<file path="config.mk">
export PLATFORM = sky130hd
export DESIGN_NAME = y86_hazard_scoreboard
export DESIGN_NICKNAME = d
export VERILOG_FILES = /design/src/rtl/y86_hazard_scoreboard.sv
export SDC_FILE = /design/constraint.sdc
export NUM_CORES = 1
export LEC_CHECK = 0
export ABC_AREA = 1
export CAP_MARGIN = 20
export CORE_UTILIZATION = 65
export CTS_CLUSTER_SIZE = 12
export DETAILED_ROUTE_END_ITERATION = 7
export DONT_BUFFER_PORTS = 1
export PLACE_DENSITY = 0.83
export REMOVE_ABC_BUFFERS = 1
export SYNTH_ARGS = -nofsm -noshare
export SYNTH_HDL_FRONTEND = slang
export SYNTH_SLANG_ARGS = --single-unit
</file>
<file path="constraint.sdc">
create_clock -name clk -period 3 [get_ports clk]
set_input_delay 0.15 -clock clk [delete_from_list [all_inputs] [get_ports clk]]
set_output_delay 0.15 -clock clk [all_outputs]
set_load 0.01 [all_outputs]
</file>
<file path="src/rtl/y86_hazard_scoreboard.sv">
// Execute-stage forwarding scoreboard: tracks EX/MEM/WB destinations, drives
// per-operand forward selects, detects load-use hazards and counts stall cycles.

module y86_fwd_sel #(
  parameter logic [3:0] RNONE = 4'hF
) (
  input  logic            dec_valid_i,
  input  logic [3:0]      src_i,
  input  logic [2:0]      vld_i,   // [0]=EX [1]=MEM [2]=WB
  input  logic [2:0][3:0] dste_i,
  input  logic [2:0][3:0] dstm_i,
  output logic [2:0]      sel_o
);
  // EX.dstM is deliberately absent: a load in EX cannot be forwarded yet.
  always_comb begin
    sel_o = 3'd0;
    if (dec_valid_i && src_i != RNONE) begin
      if      (vld_i[0] && src_i == dste_i[0]) sel_o = 3'd1;
      else if (vld_i[1] && src_i == dstm_i[1]) sel_o = 3'd2;
      else if (vld_i[1] && src_i == dste_i[1]) sel_o = 3'd3;
      else if (vld_i[2] && src_i == dstm_i[2]) sel_o = 3'd4;
      else if (vld_i[2] && src_i == dste_i[2]) sel_o = 3'd5;
    end
  end
endmodule

module y86_hazard_scoreboard #(
  parameter logic [3:0] RNONE = 4'hF,
  parameter int         CNT_W = 16
) (
  input  logic             clk,
  input  logic             rst_n,
  input  logic             dec_valid,
  input  logic [3:0]       dec_srcA,
  input  logic [3:0]       dec_srcB,
  input  logic [3:0]       dec_dstE,
  input  logic [3:0]       dec_dstM,
  input  logic             flush,
  input  logic             cnt_clr,
  output logic             stall_fd,
  output logic             bubble_e,
  output logic [2:0]       fwdA_sel,
  output logic [2:0]       fwdB_sel,
  output logic [CNT_W-1:0] stall_cnt
);
  localparam int NUM_OPS = 2;

  logic [2:0]             vld_q;
  logic [2:0][3:0]        dste_q, dstm_q;
  logic                   ex_vld_d;
  logic [3:0]             ex_dste_d, ex_dstm_d;
  logic [CNT_W-1:0]       cnt_q, cnt_d;
  logic [NUM_OPS-1:0][3:0] src;
  logic [NUM_OPS-1:0][2:0] sel;
  logic                   hazard;

  assign src = {dec_srcB, dec_srcA};

  for (genvar g = 0; g < NUM_OPS; g++) begin : g_op
    y86_fwd_sel #(.RNONE(RNONE)) u_fwd (
      .dec_valid_i(dec_valid),
      .src_i      (src[g]),
      .vld_i      (vld_q),
      .dste_i     (dste_q),
      .dstm_i     (dstm_q),
      .sel_o      (sel[g])
    );
  end

  assign hazard = dec_valid && vld_q[0] && dstm_q[0] != RNONE &&
                  (dec_srcA == dstm_q[0] || dec_srcB == dstm_q[0]);

  // Outputs are forced low while reset is asserted, even if flush is high.
  assign stall_fd  = rst_n && hazard && !flush;
  assign bubble_e  = rst_n && (hazard || flush);
  assign fwdA_sel  = rst_n ? sel[0] : 3'd0;
  assign fwdB_sel  = rst_n ? sel[1] : 3'd0;
  assign stall_cnt = cnt_q;

  assign ex_vld_d  = dec_valid && !bubble_e;
  assign ex_dste_d = ex_vld_d ? dec_dstE : RNONE;
  assign ex_dstm_d = ex_vld_d ? dec_dstM : RNONE;

  always_comb begin
    cnt_d = cnt_q;
    if (cnt_clr)                       cnt_d = '0;
    else if (stall_fd && cnt_q != '1)  cnt_d = cnt_q + CNT_W'(1);
  end

  always_ff @(posedge clk or negedge rst_n) begin
    if (!rst_n) begin
      vld_q  <= '0;
      dste_q <= {3{RNONE}};
      dstm_q <= {3{RNONE}};
      cnt_q  <= '0;
    end else begin
      vld_q  <= {vld_q[1:0], ex_vld_d};
      dste_q <= {dste_q[1:0], ex_dste_d};
      dstm_q <= {dstm_q[1:0], ex_dstm_d};
      cnt_q  <= cnt_d;
    end
  end
endmodule

</file>
# --- Word level (Yosys, flattened, before mapping) ---
# Index checks and enable logic that the tools add are counted.
op_classes:
  add_sub_neg: 1
  eq_ne: 16
  muxes: 18
  reduce_logical: 25
op_table:
  columns: ["cell", "count"]
  rows:
  - ["$eq A4 B4 Y1", 12]
  - ["$mux W3", 14]
  - ["$mux W16", 2]
  - ["$logic_and A1 B1 Y1", 20]
  - ["$add A16 B1 Y16 const B", 1]
  - ["$ne A16 B16 Y1 const B", 1]
  - ["$ne A4 B4 Y1 const B", 3]
  - ["$mux W4", 2]
  - ["$logic_not A1 Y1", 2]
  - ["$logic_or A1 B1 Y1", 2]
  - ["$reduce_bool A2 Y1", 1]
totals:
  out_inout_bits: 24
  ff_bits: 43
  input_bits: 21

# --- Logic depth before layout (Yosys ltp) ---
# Gate-level depths: netlist of run 1.
depth:
  word_depth: 9
  ltp_mapped: 12

# --- Cells and area by module ---
# From an unflattened synthesis of run 1, not the netlist that was laid out.
hier_totals:
  hier_cells: 414
  hier_area_um2: 2839.0
modules_own_cells:
  columns: ["module", "n_inst", "cells_each", "area_each_um2", "seq_area_each_um2"]
  rows:
  - ["y86_hazard_scoreboard", 1, 258, 2108.3, 1106.1]
  - ["y86_fwd_sel", 2, 78, 365.4, 0.0]

# --- Worst setup path before layout of run 1 ---
# Ideal clock, no wire load.
synth_path:
  path_type: "flip-flop to flip-flop"
  startpoint: "register cnt_q[0], in the netlist stall_cnt[0]"
  endpoint: "register cnt_q[0], in the netlist stall_cnt[0]"
  stages_incl_launch_ff: 10
  period_less_slack_ns: 1.625
  t_arrival_ns: 1.508
  setup_slack_ns: 1.375
  n_path_buf: 1
  required_ns: 2.882
  cell_sequence: "dfrtp_1 > ha_1 > nand3_1 > nor3_2 > nand2_1 > nand4_4 > nand2_4 > buf_6 > nand2_1 > nand2_1"
synth_via:
  elab_chain_cells: 3
  elab_cells_between_ends: 6
synth_rtl:
  columns: ["element", "line_no", "rtl"]
  rows:
  - ["start, declared", "52", "logic [CNT_W-1:0] cnt_q, cnt_d;"]
  - ["start signal, assigned", "100", "cnt_q <= cnt_d;"]
  - ["$add A16 B1 Y16 / $ne A16 B16 Y1 (equally long branches)", "87", "else if (stall_fd && cnt_q != '1) cnt_d = cnt_q + CNT_W'(1);"]
  - ["$mux W16 / $logic_and A1 B1 Y1 (equally long branches)", "87", null]
  - ["$mux W16 / $reduce_bool A2 Y1 (equally long branches)", null, null]
# Several ways; a longest one is shown, not always the timed one. The select of a mux whose other input is x is not followed.
# A chain may end at the register's enable or synchronous reset.

# --- Worst setup path in the final report of run 1 ---
layout_path:
  startpoint: "register dstm_q[1] (netlist bit)"
  endpoint: "register dste_q[2] (netlist bit)"
layout_via:
  elab_chain_cells: 8
  elab_cells_between_ends: 11
layout_rtl:
  columns: ["element", "line_no", "rtl"]
  rows:
  - ["start, declared", "49", "logic [2:0][3:0] dste_q, dstm_q;"]
  - ["start signal, assigned", "94", "dstm_q <= {3{RNONE}};"]
  - ["start signal, assigned", "99", "dstm_q <= {dstm_q[1:0], ex_dstm_d};"]
  - ["$ne A4 B4 Y1 / $eq A4 B4 Y1 (equally long branches)", "70, 71", null]
  - ["$logic_and A1 B1 Y1 / $logic_or A1 B1 Y1 (equally long branches)", "70, 71", null]
  - ["$logic_and A1 B1 Y1 (*)", "70", "assign hazard = dec_valid && vld_q[0] && dstm_q[0] != RNONE &&"]
  - ["$logic_or A1 B1 Y1 (*)", "75", "assign bubble_e = rst_n && (hazard || flush);"]
  - ["$logic_and A1 B1 Y1 (*)", "75", null]
  - ["$logic_not A1 Y1 (*)", "80", "assign ex_vld_d = dec_valid && !bubble_e;"]
  - ["$logic_and A1 B1 Y1 (*)", "80", null]
  - ["$mux W4 (*)", "81", "assign ex_dste_d = ex_vld_d ? dec_dstE : RNONE;"]
  - ["named net ex_dste_d[2]", "51", "logic [3:0] ex_dste_d, ex_dstm_d;"]
  - ["end signal, assigned", "93", "dste_q <= {3{RNONE}};"]
  - ["end signal, assigned", "98", "dste_q <= {dste_q[1:0], ex_dste_d};"]
  - ["end, declared", "49", null]
# Mark *: on every way through the listed nets, which the timed path passes. The rest lies on a longest branch.

==> results of run 1 <==
power groups by stage:
stage | clock network, mW | registers (mW) | logic [mW]
6_report | 0.363 | 0.649 | 0.158
3_5_place_dp | 0 | 0.658 | 0.127
5_1_grt | 0.401 | 0.652 | 0.180
3_3_place_gp | 0 | 0.656 | 0.122
4_1_cts | 0.365 | 0.648 | 0.154
2_1_floorplan | 0 | 0.649 | 0.106
layout by cell type (no fill, tap or decap), drive strengths merged, types with 4 or more instances in the layout:
master,netlist,routed
dlygate4sd3,0,12
a21oi,11,11
nand3b,10,10
inv,44,45
nor2,60,60
o21ai,16,16
nand4,10,10
nand3,28,28
nor3,10,10
xnor2,7,7
xor2,4,4
nand2,136,136
clkbuf,4,5
dfstp,24,24
o22ai,6,6
dfrtp,19,19
logic make-up (layout without fill, tap and decap cells):
logic type	after synthesis	count (layout)
AND/OR/NAND/NOR	256	256
flip-flops	43	43
AO/OA/AOI/OAI	36	36
buffers and inverters	55	66
adder cells (fa/ha/maj)	1	1
XOR/XNOR	11	11
worst min-delay path, delay by kind of cell:
| kind | cells | cell delay, ns |
|---|---|---|
| and+or+nand+nor | 3 | 0.11 |
timing repair:
item                                   4_1_cts  5_1_grt
hold buffers                                12        1
setup buffers                                0        0
endpoints found under the hold margin       53        1
resized for setup                            0        0
flip-flops by register name (all words and copies together), names as in the netlist:
name and cells:
vld_q 3, stall_cnt 16, dste_q 12, dstm_q 12
cell usage after synthesis (2+ instances only):
cell type	n	area, µm²
nand2_2	2	12.51
nand4_1	9	56.30
o21bai_1	2	15.01
inv_2	4	15.01
dfrtp_1	19	475.5
a21oi_1	11	55.05
o22ai_1	6	37.54
nor2_1	60	225.2
dfstp_2	24	630.6
nand3_1	28	140.1
clkbuf_1	4	15.01
o21ai_0	16	80.08
inv_1	40	150.1
xnor2_1	7	61.31
nor3_1	9	45.04
or2_2	2	12.51
xor2_1	4	35.03
nand3b_1	10	75.07
nand2_1	133	499.2
buf_4	4	30.03
worst paths after layout:
check / to / depth (start not counted) / slack (ns) / from
hold reg to reg: dste_q[7] / 0 / 0.37 / dste_q[3]
setup reg to reg: dste_q[2] / 11 / 0.93 / dstm_q[1]
max in group asynchronous: dste_q[5] / 2 / 2.42 / rst_n
hold / removal: stall_cnt[0] / 3 / 0.005 / cnt_clr
min in group asynchronous: stall_cnt[3] / 2 / 0.31 / rst_n
setup / recovery: dste_q[2] / 11 / 0.93 / dstm_q[1]
layer usage:
| layer | track usage [%] | vias up | part of all wire [%] |
|---|---|---|---|
| li1 | - | 1295 | - |
| met1 | 46.80 | 1232 | 43 |
| met2 | 50.25 | 145 | 46 |
| met3 | 7.363 | 17 | 10 |
| met4 | 9.043 | 0 | 1.8 |
| met5 | 0 | - | 0 |
layout make-up:
class,instances,area share [%]
multi-input cells,304,47.44
flip-flops and latches,43,37.14
inverters,45,5.672
repair buffers,13,4.706
clock buffers,5,2.311
well taps,50,2.101
clock inverters,3,0.6303
==> results.md, run 1 <==
- Sequential cell area: between 0.001 and 0.0015 mm²
- Sw Pwr: about 330 µW
- DIE AREA: 0.004493 mm²
- Post-route setup TNS: 0 ns
- Fill cells: roughly 340
- Sequential share of power: a little under three fifths
- CORE AREA: just over 0.004 mm²
- Pin count of the biggest net entering global routing: 44
- Final Max Slew Viols: 0
- Sw frac: roughly 28%
- Post-Synth Adder-Cell Area: less than 1%
- Initial cell density of the core: 68.23%
- Worst Max-Slew Pin Slew: approximately 0.50 ns
- Yosys warns: 0
- Final hold vios: 0
- Min Clock Period, post-route: about 2.1 ns
- P_leak: about 1.5 nW
- Critical Path Source Type: register
- CP bufs+invs: 2
- Top FF cell, synth: dfstp_2
- Clock power frac: a little under a third
- Initial DRC count: around 240
- Final Worst Setup Slack: around 0.93 ns
- First-pass GRT wire length: ~11,000 µm
- Clk sinks: 43
- Rel. slew slack: between 60% and 70%
- Max FO, Critical Path: 9
- RSZ-0062 raised after global routing: no
- Flops & latches, synth: 43
- PortBufs: 0
- Slowest CP cell: dlygate4sd3_1
- Area Overhead vs Synth: 8.330%
- Clock Pin Slew Worst Setup and Hold Paths: around 0.080 ns
- Post-Synth XOR/XNOR Area: 3.505%
- Antenna violations before repair: 0
- Clock Tree Buf Depth: 2
- Vias per cell: between 5 and 6
- Fin Clk Skew: 0.007766 ns
- Post-synth ARST share: 100.0%
- Area taken by multi-input logic gates: around 0.0014 mm²
- Worst path cell trace: inv_1 > nand2_1 > nand2_1 > nor2_1 > nand2_1 > nand2_2 > nand2_1 > nand2_1 > nand2_2 > nand3b_1 > dlygate4sd3_1
- DP Wirelength: around 4700 µm
- Synthesized cell area: 0.002749 mm²
- Pwr per Cell Area: slightly below 400 mW/mm²
- Distinct cell type count after synthesis: 28
- Post-route ant nets: 0
- Post-synth EDFFs: 0
- Worst endpoint required time: 3.23 ns
- Root buf cell: clkbuf_8
- Pre-CTS setup slack: 1.120 ns
- Peak VDD IR: 0.3247 mV
- Gpl congestion: 0.8527
- Total track usage: around 33%
- Layout Utilization: roughly 74%
- Pre-antenna DRT Iters: 5
- Antenna Cells: 0
- Tot Pwr: approximately 1.2 mW
- Critical path type: register to register
- Post-Synth Simple-Gate Area: ~40%
- Main combinational cell family by area after synthesis: simple AND/OR/NAND/NOR gates
- Clk Latency, worst-skew pair: around 0.30 ns
- Total CTS buffers: 5
- CTS tree: built
- Final wirelength: 6929 µm
- Max Cap Viol: 0
- Share of cells above drive strength 1: roughly a tenth
- Clock H-tree levels: 2
- Vias in the first global route: about 2,400
- Comb pwr share: a little over an eighth
- Cell mode on critical path: nand2_1
- Post-Layout Cell Count: approximately 460
- Post-synthesis compound-gate area fraction: just over 7%
- DR DRC count: 0
- Pint: approximately 840 µW
- Post-Syn Instances: between 400 and 500
- # placed instances: ~440
- Crit-path leading delay family: simple AND/OR/NAND/NOR gates
- Hold Worst Slack: roughly 0.0054 ns
- Mux share of post-synthesis cell area: 0%
- Worst Path Arrival: 2.30 ns
- Syn Area/Cell: between 6 and 7 µm²
- Dpl cell area: roughly 0.0028 mm²
- Sequential share of the synthesized area: 40.24%
- Final Cycle Share: 68.84%
- Die span in y: around 67 µm
- Post-Layout Inst Area: 0.002978 mm²
- Drt wl/cell: roughly 15 µm
- Vias: 2,689
- Setup Viol. Count Final: 0
- CP endpoint kind: register
- Largest stage delay on the critical path: between 0.5 and 0.6 ns
- Gr ovfl total: 0
- Nets: 434
- Hold Path Class: input port to register
- I/O pin cnt: between 40 and 50
- # rows: 23
- Outcome: finished clean
- DIE WIDTH: 67.03 µm
- Maximum clock frequency: ~0.48 GHz
Note: power is estimated with default switching activity, not from simulation.
==> inputs of run 2 (changes only) <==
--- a/config.mk
+++ b/config.mk
@@ -7,11 +7,11 @@
 export LEC_CHECK = 0
 export ABC_AREA = 1
 export CAP_MARGIN = 20
-export CORE_UTILIZATION = 65
+export CORE_UTILIZATION = 57
 export CTS_CLUSTER_SIZE = 12
 export DETAILED_ROUTE_END_ITERATION = 7
 export DONT_BUFFER_PORTS = 1
-export PLACE_DENSITY = 0.83
+export PLACE_DENSITY = 0.77
 export REMOVE_ABC_BUFFERS = 1
 export SYNTH_ARGS = -nofsm -noshare
 export SYNTH_HDL_FRONTEND = slang
==> constraint.sdc (replaced) <==
create_clock -name clk -period 1.8 [get_ports clk]
set_input_delay 0.09 -clock clk [delete_from_list [all_inputs] [get_ports clk]]
set_output_delay 0.09 -clock clk [all_outputs]
set_load 0.01 [all_outputs]
==> results.md, run 2 (synthesis gave the netlist of run 1 again) <==
- Outcome: finished, violations left
- Failing checks: hold timing
- Max FO, Critical Path: 3
- Pin count of the biggest net entering global routing: 44
- DR DRC count: 0
- Vias per cell: 5.754
- Final wirelength: between 7000 and 8000 µm
- R2R depth: 8
- Final Cycle Share: a little over nine tenths
- Root buf cell: clkbuf_8
- Setup Viol. Count Final: 0
- Hold Worst Slack: -0.05844 ns
- Initial cell density of the core: between 60 and 70%
- Pwr per Cell Area: 669.9 mW/mm²
- Final hold vios: 3
- Antenna violations before repair: 0
- Worst path cell trace: inv_2 > nand2_2 > nand2_2 > nor2_2 > nand2_1 > nor2_1 > nand2_1 > nand2_1 > nand2_2 > a21oi_4
- Most frequent cells in the layout: nand2_1, nor2_1, inv_1
- Gr ovfl total: 0
- Sequential cell area: about 0.0011 mm²
- Slack of the worst reg-to-reg path: approximately 0.13 ns
- CTS Hold Bufs: 12
- Clock H-tree levels: 2
- RSZ-0062 raised after global routing: yes
- Number of flip-flops under the largest register name: 16
- Critical Path Source Type: register
- Worst Path Arrival: approximately 1.7 ns
- Total CTS buffers: 5
- Initial DRC count: around 230
- Min Clock Period, post-route: ~1.8 ns
- Antenna Cells: 0
- Pre-antenna DRT Iters: 5
- Final Max Slew Viols: 0
- DIE WIDTH: ~70 µm
- CORE AREA: between 0.004 and 0.005 mm²
- CP endpoint kind: output pin
- I/O pin cnt: 45
- CTS tree: built
- Critical path type: register to output pin
- Worst endpoint required time: about 1.7 ns
- Fill cells: around 370
- P_leak: 1.581 nW
- Slowest CP cell: dfstp_2
- Vias: roughly 2,800
- Die span in y: 71.45 µm
- Area taken by multi-input logic gates: 0.001498 mm²
- PortBufs: 0
- Fin Clk Skew: between 0.01 and 0.015 ns
- Drt wl/cell: 14.86 µm
- Clk sinks: between 40 and 50
- Post-route setup TNS: 0 ns
- Clk Latency, worst-skew pair: ~0.31 ns
- First-pass GRT wire length: roughly 11,000 µm
- Hold path cells: 2
- Max Cap Viol: 0
- Layout Utilization: a little under three quarters
- Tot Pwr: 2.166 mW
- Clock Tree Buf Depth: 2
- Post-route ant nets: 0
- Nets: ~450
- Gpl congestion: just under 0.9
- Peak VDD IR: approximately 0.49 mV
- Share of cells above drive strength 1: between 20% and 30%
- DP Wirelength: ~4700 µm
- Area Overhead vs Synth: 17.61%
- Total track usage: 28.75%
- # rows: 24
- Maximum clock frequency: roughly 0.56 GHz
- Worst Max-Slew Pin Slew: between 0.6 and 0.7 ns
- Clock Pin Slew Worst Setup and Hold Paths: ~0.090 ns
- Hold Path Class: input port to register
- Rel. slew slack: 58.06%
- Vias in the first global route: between 2,000 and 2,500
- Commonest non-fill, non-tap cell in the layout: nand2_1
- DIE AREA: 0.005104 mm²
- Largest stage delay on the critical path: 0.56 ns
run 2: metal layers:
metal  up-vias  part of all wire (%)  GRT usage, %
met5         -                     0             0
met4         0                   2.0         7.333
met3        19                   8.3         6.188
met2       141                    48         45.93
met1      1285                    42         40.06
li1       1340                     -             -
run 2: path summary, 6_finish.rpt:
kind | startpoint | end
min in group asynchronous | rst_n | stall_cnt[9]
hold reg to reg | dstm_q[7] | dstm_q[11]
hold / removal | rst_n | dstm_q[2]
max in group asynchronous | rst_n | dstm_q[6]
setup reg to reg | stall_cnt[0] | stall_cnt[0]
setup / recovery | dste_q[10] | fwdB_sel[0]
run 2: metrics by stage:
stage / instances / worst slack [ns] / area (µm²)
after floorplan: 392 / 0.1883 / 2688
after global placement: 454 / 0.2032 / 2828
after detailed placement: 454 / 0.1445 / 2828
after CTS: 475 / 0.00004541 / 3078
after global routing: 484 / -0.08698 / 3233
final: 484 / 0.01947 / 3233
run 2: what timing repair did:
| action | CTS | global route |
|---|---|---|
| gates resized for setup | 1 | 32 |
| hold endpoints to repair | 68 | 3 |
| pin swaps | 0 | 19 |
| endpoints found under the setup margin | 1 | 9 |
| setup buffers | 1 | 9 |
| cloned | 0 | 0 |
run 2: power by group:
| part | leakage (nW) | internal (mW) | switching [mW] |
|---|---|---|---|
| logic | 1.01 | 0.133 | 0.192 |
| registers | 0.511 | 1.03 | 0.0414 |
| clock network | 0.0581 | 0.413 | 0.356 |
run 2: critical path, delay by kind of cell, from the launching register on:
family,cells,cell delay [ns]
simple gates,8,0.58
flops,1,0.56
buf+inv,1,0.04
compound gates,1,0.19
run 2: layout make-up:
class	instances	share of cell area, %
Tap cell	52	2.012
Timing Repair Buffer	32	8.669
Clock inverter	3	1.354
Clock buffer	5	2.128
Inverter	45	5.302
Sequential cell	43	34.21
Multi-Input combinational cell	304	46.32
